`config.mk`:
```
export PLATFORM = sky130hd
export DESIGN_NAME = floo_link_slice
export DESIGN_NICKNAME = d
export VERILOG_FILES = /design/src/rtl/floo_link_slice.sv
export SDC_FILE = /design/constraint.sdc
export NUM_CORES = 1
export LEC_CHECK = 0
export BUFFER_PORTS_ARGS = -buffer_cell sky130_fd_sc_hd__buf_2
export CAP_MARGIN = 20
export CORE_MARGIN = 10
export CORE_UTILIZATION = 34
export DETAILED_ROUTE_END_ITERATION = 6
export MAX_ROUTING_LAYER = met4
export PLACE_DENSITY = 0.8
export REMOVE_ABC_BUFFERS = 1
export SLEW_MARGIN = 20
export SYNTH_ARGS = -nofsm -noshare
export SYNTH_HDL_FRONTEND = slang
export SYNTH_SLANG_ARGS = --single-unit
```
`constraint.sdc`:
```
create_clock -name clk_i -period 1.56 [get_ports clk_i]
set_input_delay 0.156 -clock clk_i [delete_from_list [all_inputs] [get_ports clk_i]]
set_output_delay 0.156 -clock clk_i [all_outputs]
set_load 0.1 [all_outputs]
```
`src/rtl/floo_link_slice.sv`:
```
// rtl/floo_link_slice.sv - elastic spill-register pipeline slice for one FlooNoC link channel
//
// Cascades NumStages full-throughput spill stages. Each stage has a main slot that
// drives its output and a spill slot that absorbs one flit when the output stalls.
// Ready toward upstream is the registered "spill empty" flag, so no combinational
// path runs from ready_i to ready_o. NumStages = 0 gives a plain wire pass-through.
//
// Optional feature macro: FLOO_LINK_SLICE_PERF_EN adds saturating stall/flit counters.
// Without it both counter ports are tied to zero and no counter flops exist.
//
// Ports:
//   clk_i        clock
//   rst_i        asynchronous reset, active-high
//   valid_i      upstream flit valid
//   ready_o      slice can accept a flit
//   data_i       upstream flit
//   valid_o      downstream flit valid
//   ready_i      downstream accepts
//   data_o       downstream flit (straight from the last main register)
//   stall_cnt_o  cycles with valid_o && !ready_i (zero without the macro)
//   flit_cnt_o   flits delivered downstream (zero without the macro)
module floo_link_slice #(
    parameter int unsigned NumStages = 1,
    parameter type         flit_t    = logic,
    parameter int unsigned CntWidth  = 32
) (
    input  logic                clk_i,
    input  logic                rst_i,
    input  logic                valid_i,
    output logic                ready_o,
    input  flit_t               data_i,
    output logic                valid_o,
    input  logic                ready_i,
    output flit_t               data_o,
    output logic [CntWidth-1:0] stall_cnt_o,
    output logic [CntWidth-1:0] flit_cnt_o
);

    // Index s is the input of stage s; index NumStages is the slice output.
    logic  stage_valid [NumStages+1];
    logic  stage_ready [NumStages+1];
    flit_t stage_data  [NumStages+1];

    assign stage_valid[0]         = valid_i;
    assign stage_data[0]          = data_i;
    assign stage_ready[NumStages] = ready_i;

    assign ready_o = stage_ready[0];
    assign valid_o = stage_valid[NumStages];
    assign data_o  = stage_data[NumStages];

    for (genvar s = 0; s < NumStages; s++) begin : g_stage
        logic  main_full;
        logic  spill_full;
        flit_t main_data;
        flit_t spill_data;
        logic  in_hs;
        logic  out_hs;
        logic  main_load;
        logic  spill_load;
        flit_t main_next;

        // Spill empty is the only thing that gates acceptance, so ready is a flop output.
        assign in_hs  = stage_valid[s] && !spill_full;
        assign out_hs = main_full && stage_ready[s+1];

        // Main reloads on a fresh accept when it is empty or being drained, or from
        // spill when it drains while spill holds a flit. in_hs implies spill empty,
        // so the two sources never compete.
        assign main_load  = (in_hs && (!main_full || out_hs)) || (out_hs && spill_full);
        assign main_next  = spill_full ? spill_data : stage_data[s];
        assign spill_load = in_hs && main_full && !out_hs;

        always_ff @(posedge clk_i or posedge rst_i) begin
            if (rst_i) begin
                main_full  <= 1'b0;
                spill_full <= 1'b0;
            end else begin
                if (out_hs) begin
                    if (spill_full) begin
                        main_full  <= 1'b1;
                        spill_full <= 1'b0;
                    end else begin
                        main_full  <= in_hs;
                    end
                end else if (in_hs) begin
                    if (main_full) begin
                        spill_full <= 1'b1;
                    end else begin
                        main_full  <= 1'b1;
                    end
                end
            end
        end

        // Only the main register that feeds data_o carries a reset value; the rest
        // of the datapath is qualified by the full flags.
        if (s == int'(NumStages) - 1) begin : g_main_rst
            always_ff @(posedge clk_i or posedge rst_i) begin
                if (rst_i) begin
                    main_data <= '0;
                end else if (main_load) begin
                    main_data <= main_next;
                end
            end
        end else begin : g_main_nrst
            always_ff @(posedge clk_i) begin
                if (main_load) begin
                    main_data <= main_next;
                end
            end
        end

        always_ff @(posedge clk_i) begin
            if (spill_load) begin
                spill_data <= stage_data[s];
            end
        end

        assign stage_ready[s]   = !spill_full;
        assign stage_valid[s+1] = main_full;
        assign stage_data[s+1]  = main_data;
    end

`ifdef FLOO_LINK_SLICE_PERF_EN
    logic [CntWidth-1:0] stall_cnt;
    logic [CntWidth-1:0] flit_cnt;

    always_ff @(posedge clk_i or posedge rst_i) begin
        if (rst_i) begin
            stall_cnt <= '0;
            flit_cnt  <= '0;
        end else begin
            if (valid_o && !ready_i && (stall_cnt != '1)) begin
                stall_cnt <= stall_cnt + CntWidth'(1);
            end
            if (valid_o && ready_i && (flit_cnt != '1)) begin
                flit_cnt <= flit_cnt + CntWidth'(1);
            end
        end
    end

    assign stall_cnt_o = stall_cnt;
    assign flit_cnt_o  = flit_cnt;
`else
    assign stall_cnt_o = '0;
    assign flit_cnt_o  = '0;
`endif

endmodule

```
Word-level counts from Yosys, hierarchy flattened
Cells that the tools add are included.

storage, ports and cells
  bits of input ports = 5
  output and inout bits = 67
  bits in registers = 4

operators by class
  muxes and demuxes = 7
  reductions and logical operators = 14

operators with widths
  kind                 count
  1-bit two-way mux    7
  1-bit logical AND    6
  2-bit nonzero test   2
  1-bit logical NOT    3
  1-bit logical OR     2
  2-bit AND reduction  1

Longest topological paths before layout
Gate-level depths: netlist (run 1).

  depth in word-level cells = 4
  mapped depth = 3
  mapped depth without buffers = 3

Worst setup path before layout (run 1)
Ideal clock, no wire load.

  path type = register -> register
  from = register g_stage[0].main_full, in the netlist valid_o
  to = register g_stage[0].main_data, in the netlist data_o
  required time = 1.435 ns
  arrival time = 1.582 ns
  cell stages (with the launch flop) = 4
  setup slack = -0.148 ns
  library setup time = 0.125 ns
  cells stage by stage = dfrtp_1 > and2_1 > o22ai_1 > mux2_4

between the ends
  word-level cells in the longest chain between the ends = 4
  elaborated cells on any way between the ends = 6
  those cells by class = reduce/logical (6)

ends and longest elaborated chain
  what                                                           line    text
  start: declaration                                             53      logic main_full;
  start signal: assignment                                       84      main_full <= in_hs;
  1-bit logical NOT / 1-bit logical AND (equally long branches)  70, 65
  1-bit logical OR                                               70      assign main_load = (in_hs && (!main_full || out_hs)) || (out_hs && spill_full);
  1-bit logical AND                                              70
  1-bit logical OR *                                             70
  end signal: assignment                                         103     main_data <= main_next;
  end: declaration                                               55      flit_t main_data;

Mark *: on every way between the ends. The rest lies on a longest branch, timed or not.
A chain may end at the register's enable or synchronous reset.

Final worst setup path (run 1)
  from = register g_stage[0].spill_full
  to = output port ready_o

between the ends
  word-level cells in the longest chain between the ends = 1

ends and longest elaborated chain
  what                      line  text
  start: declaration        54    logic spill_full;
  start signal: assignment  77    spill_full <= 1'b0;
  start signal: assignment  82    spill_full <= 1'b0;
  start signal: assignment  88    spill_full <= 1'b1;
  1-bit logical NOT         120   assign stage_ready[s] = !spill_full;
  end: declaration          30    output logic ready_o,

Every way passes these cells.

==> results_dict.tcl, run 1 <==
set metrics [dict create \
    die_h_um 64.5 \
    ios 72 \
    netlist.area_leader.share 0.712 \
    core_area_um2 1920 \
    rsz0062_at_grt "no" \
    yosys_warnings 0 \
    worst_slack_ns 0.206 \
    min_from "data_i" \
    dr.pass1.iters 2 \
    hold_path_class "in -> reg" \
    final-hold-violation-count 0 \
    cellPowerDensity_nw_per_um2 2770 \
    p_clk_frac 0.096 \
    post_cts.resized_instances 0 \
    leakage_nw 0.344 \
    synthCells 81 \
    placementRows 16 \
    synth_seq_cells 4 \
    min_period_over_period 0.868 \
    drc 0 \
    grt_pass1_wl_mm 1.80 \
    post_cts_buffers 0 \
    seqPwrFrac 0.133 \
    pre_cts_slack_ns 0.345 \
    cts-root-buf "clkbuf_4" \
    gr-total-overflow 0 \
    worst_r2r_path_depth 3 \
    viasPerCell 2.64 \
    sw_frac_of_total 0.759 \
    cp_max_fo 6 \
    drv_cap 0 \
    r2r_end "data_o$_DFFE_PP0P_" \
    hpwl_mm 1.18 \
    min_to "g_stage[0].spill_data$_DFFE_PP_" \
    outcome "finished, final reports clean" \
    pwr-share-comb 0.771 \
    grt_max_degree 7 \
    ant_nets 0 \
    fmax_mhz 739 \
    synthDistinctLibCells 13 \
    synth_area_leader_cell "buf_4" \
    syn_area_um2 674 \
    skew_ns 0.0153 \
    wl_per_cell_um 10.4 \
    h-tree-depth 1 \
    ff2ff_setup_slack_ns 0.37 \
    p_int_mw 0.357 \
    crit_type "reg -> out" \
    syn_to_final_growth_pct -20.6 \
    stdcell_count 119 \
    wl_mm 1.24 \
    synth_area_leaders "buf_4 (71%), dfrtp_1 (11%), edfxtp_1 (4.5%), mux2_4 (4.5%), nor4bb_1 (1.5%)" \
    portBuffers 7 \
    drive_above_1_share 0.130 \
    dieArea_um2 4160 \
    endpoint_kind "output port" \
    synth_seq_area_share 0.156 \
    start_util 0.351 \
    hold_ws_ns 0.110 \
    period_needed_ns 1.35 \
    clk_pin_slew_worst_paths_ns 0.05 \
    finalMaxSlewViolations 0 \
    vdd_drop_max_uv 886 \
    avgSynthCellArea_um2 8.33 \
    dp_cells 114 \
    worst_ep_required_time_ns 1.40 \
    clkLatencyLatePin_ns 0.24 \
    grt_pass1_vias 398 \
    r2r_start "valid_o$_DFFE_PP0P_" \
    finish.utilization 0.279 \
    die_w_um 64.5 \
    hold_depth 1 \
    setup_viol 0 \
    vias 314 \
    grt_use_total 0.0561 \
    cp.arrival_ns 1.20 \
    power.switching_mw 1.12 \
    gp_congestion 0.622 \
    num-nets-final 98 \
    drt_iter0_drc 6 \
    cts_sinks 4 \
    cts_made_buffers 3 \
    antenna_found_initial 0 \
    cts_tree "done" \
    clk_path_buf_depth 2 \
    cp-start-kind "register" \
    cts_hold_buf 1 \
    antenna_cells 0 \
]
-- per-layer routing --
layer	wire (um)	GRT usage	part of all wire
met1	523	0.0602	0.42
met3	139	0.0395	0.11
met4	9	0.0241	0.0073
met5	0	-	0
met2	568	0.0776	0.46
-- sequential cells by signal, indices dropped and copies added, names as in the netlist --
register / count
data_o: 1
g_stage.spill_data: 1
valid_o: 1
g_stage.spill_full: 1
-- cell usage after synthesis --
library cell and instances:
and2_1 1, nor2_1 2, nand2_1 1, inv_1 2
a21oi_1 1, mux2_4 2, buf_4 64, edfxtp_1 1
o22ai_1 1, nor4bb_1 1, conb_1 1, a22o_1 1
dfrtp_1 3
-- worst max-delay path, cell delays in order, from the launching register on --
cell and delay [ns]:
dfrtp_1 0.43, inv_1 0.11, buf_2 0.43
-- final cells by class --
class,instances,area [um^2]
Clock buffer,4,26.3
Fill cell,233,1390
Inverter,2,7.51
Multi-Input combinational cell,74,318
Sequential cell,4,105
Tap cell,27,33.8
Timing Repair Buffer,8,45.0
-- power by group through the flow --
stage                     combinational [mW]  clock (mW)  sequential (mW)
after floorplan                        0.877           0            0.384
after global placement                  1.13           0            0.198
after detailed placement                1.13           0            0.201
after CTS                               1.14       0.150            0.200
after global routing                    1.17       0.157            0.213
final                                   1.14       0.142            0.198
-- layout by cell type, fill, tap and decap left out --
master         netlist  final
a22o_1               1      1
conb_1               1     64
o22ai_1              1      1
nor4bb_1             1      1
mux2_4               2      2
and2_1               1      1
dfrtp_1              3      3
nor2_1               2      2
a21oi_1              1      1
nand2_1              1      1
buf_2                0      7
edfxtp_1             1      1
clkbuf_1             0      1
dlygate4sd3_1        0      1
clkbuf_4             0      3
inv_1                2      2
-- worst max path at each step --
stage / cells after the start / end / slack (ns) / start
floorplan: 3 / data_o$_DFFE_PP0P_ / -0.15 / valid_o$_DFFE_PP0P_
global placement: 3 / data_o$_DFFE_PP0P_ / 0.38 / valid_o$_DFFE_PP0P_
detailed placement: 3 / data_o$_DFFE_PP0P_ / 0.35 / valid_o$_DFFE_PP0P_
CTS: 2 / ready_o / 0.19 / g_stage[0].spill_full$_DFFE_PP0P_
global route: 2 / ready_o / 0.12 / g_stage[0].spill_full$_DFFE_PP0P_
finish: 2 / ready_o / 0.21 / g_stage[0].spill_full$_DFFE_PP0P_
-- per-stage QoR --
step                      setup TNS, ns  power (mW)  cell area (um^2)
after CTS                             0        1.48               536
after floorplan                  -0.160        1.26               430
final                                 0        1.48               536
after global placement                0        1.33               499
after global routing                  0        1.54               536
after detailed placement              0        1.33               499
-- logic make-up (layout without fill, tap and decap cells) --
logic type / count (synthesis) / in the layout / share of synthesized area
mux: 2 / 2 / 0.0445
buf+inv: 66 / 14 / 0.724
simple gates: 5 / 5 / 0.0408
compound gates: 3 / 3 / 0.0297
other cells: 1 / 64 / 0.00556
flops: 4 / 4 / 0.156
Note: power is estimated with default switching activity, not from simulation.
==> run 2, diff against run 1 <==
==> constraint.sdc (replaced) <==
create_clock -name clk_i -period 1.3 [get_ports clk_i]
set_input_delay 0.13 -clock clk_i [delete_from_list [all_inputs] [get_ports clk_i]]
set_output_delay 0.13 -clock clk_i [all_outputs]
set_load 0.1 [all_outputs]
==> run 2 against run 1 <==
Against the previous run: via count rose by 4.1%; largest power group unchanged; final area grew 7.0%; clock-buffer cell count is the same; largest cell class unchanged.
==> results_dict.tcl, run 2 (same netlist as run 1, synthesis figures left out) <==
set metrics [dict create \
    outcome "finished, final reports clean" \
    portBuffers 7 \
    drive_above_1_share 0.140 \
    ant_nets 0 \
    crit_buf_inv 0 \
    setup-tns-final_ns 0 \
    leakage_nw 0.360 \
    crit_type "reg -> reg" \
    fmax_mhz 829 \
    num-nets-final 99 \
    hold_depth 1 \
    cts_sinks 4 \
    grt_pass1_wl_mm 1.71 \
    slowest_delay_ns 0.42 \
    placementRows 16 \
    skew_ns 0.00364 \
    dieArea_um2 4160 \
    critPathTopFamily "flip-flops" \
    cp.depth 3 \
    cts_made_buffers 3 \
    drt_iter0_drc 20 \
    wl_mm 1.29 \
    rsz0062_at_grt "no" \
    p_total_mw 1.93 \
    clk_path_buf_depth 2 \
    gr-total-overflow 0 \
    crit_slowest_cell "dfrtp_1" \
    post_cts_buffers 0 \
    cp_max_fo 6 \
    core_area_um2 1920 \
    worst_ep_required_time_ns 1.42 \
    wl_per_cell_um 10.7 \
    drc 0 \
    cts_hold_buf 1 \
    ios 72 \
    endpoint_kind "register" \
    dr.pass1.iters 3 \
    hold_path_class "in -> reg" \
    grt_max_degree 7 \
    start_util 0.351 \
    r2r_start "valid_o$_DFFE_PP0P_" \
    h-tree-depth 1 \
    clkLatencyLatePin_ns 0.24 \
    min_period_over_period 0.928 \
    vdd_drop_max_uv 1660 \
    min_from "data_i" \
    grt_use_total 0.0536 \
    worst_r2r_path_depth 3 \
    antenna_cells 0 \
    startpoint "valid_o$_DFFE_PP0P_" \
    cp.arrival_ns 1.32 \
    cp-start-kind "register" \
    antenna_found_initial 0 \
    cts-root-buf "clkbuf_4" \
    finalMaxSlewViolations 0 \
    drv_cap 0 \
    cellPowerDensity_nw_per_um2 3360 \
    syn_to_final_growth_pct -15.0 \
    post_cts.resized_instances 0 \
    viasPerCell 2.73 \
    die_h_um 64.5 \
    die_w_um 64.5 \
    period_needed_ns 1.21 \
    cts_tree "done" \
    vias 327 \
    path_cells "and2_1, o22ai_1, mux2_4" \
    layout_commonest_cell "conb_1" \
    clk_pin_slew_worst_paths_ns 0.04 \
    grt_pass1_vias 388 \
    final-hold-violation-count 0 \
    hpwl_mm 1.19 \
    final_cell_mix "conb_1 (64), buf_2 (5), clkbuf_4 (3), dfrtp_1 (3)" \
    gp_congestion 0.610 \
    setup_viol 0 \
]
run 2: changes by cell type in the layout (fill, tap and decap cells not counted):
cell / change
buf_2: -2
buf_12: +2
buf_4: +1
run 2: worst paths after layout:
kind                       slack (ns)                                end
max                              0.09                 data_o$_DFFE_PP0P_
min                              0.08    g_stage[0].spill_data$_DFFE_PP_
max reg2reg                      0.09                 data_o$_DFFE_PP0P_
min reg2reg                      0.50                 data_o$_DFFE_PP0P_
max in group asynchronous        0.85  g_stage[0].spill_full$_DFFE_PP0P_
min in group asynchronous        0.31                valid_o$_DFFE_PP0P_
run 2: layer usage:
layer	vias to the layer above	global-route usage	part of all wire
li1	146	-	-
met1	140	0.0515	0.43
met2	39	0.0764	0.44
met3	2	0.0395	0.11
met4	0	0.0321	0.016
met5	-	-	0
run 2: power breakdown:
group | switching, mW | internal (mW)
combinational | 1.26 | 0.249
sequential | 0.0605 | 0.181
clock | 0.0571 | 0.116
total | 1.38 | 0.546
run 2: cell type report:
type                       count  area (um^2)
clock buffer                   4         26.3
fill                         229         1350
inverter                       2         7.51
multi-input combinational     74          318
sequential                     4          105
tap                           27         33.8
timing repair buffer           9         82.6
run 2: through the flow:
| step | util | worst slack, ns | cell area (um^2) | hold slack, ns | instances |
|---|---|---|---|---|---|
| 3_5_place_dp | 0.279 | 0.109 | 537 | 0.00298 | 115 |
| 5_1_grt | 0.298 | 0.0429 | 573 | 0.0759 | 120 |
| 6_report | 0.298 | 0.0942 | 573 | 0.0846 | 120 |
| 2_1_floorplan | - | -0.408 | 430 | -0.116 | 80 |
| 3_3_place_gp | 0.279 | 0.131 | 537 | -0.00207 | 115 |
| 4_1_cts | 0.298 | 0.0929 | 573 | 0.0749 | 120 |
run 2: worst reg2reg max path: stages (launching register included):
cell and delay, ns:
dfrtp_1 0.42, and2_1 0.17, o22ai_1 0.18, mux2_4 0.31
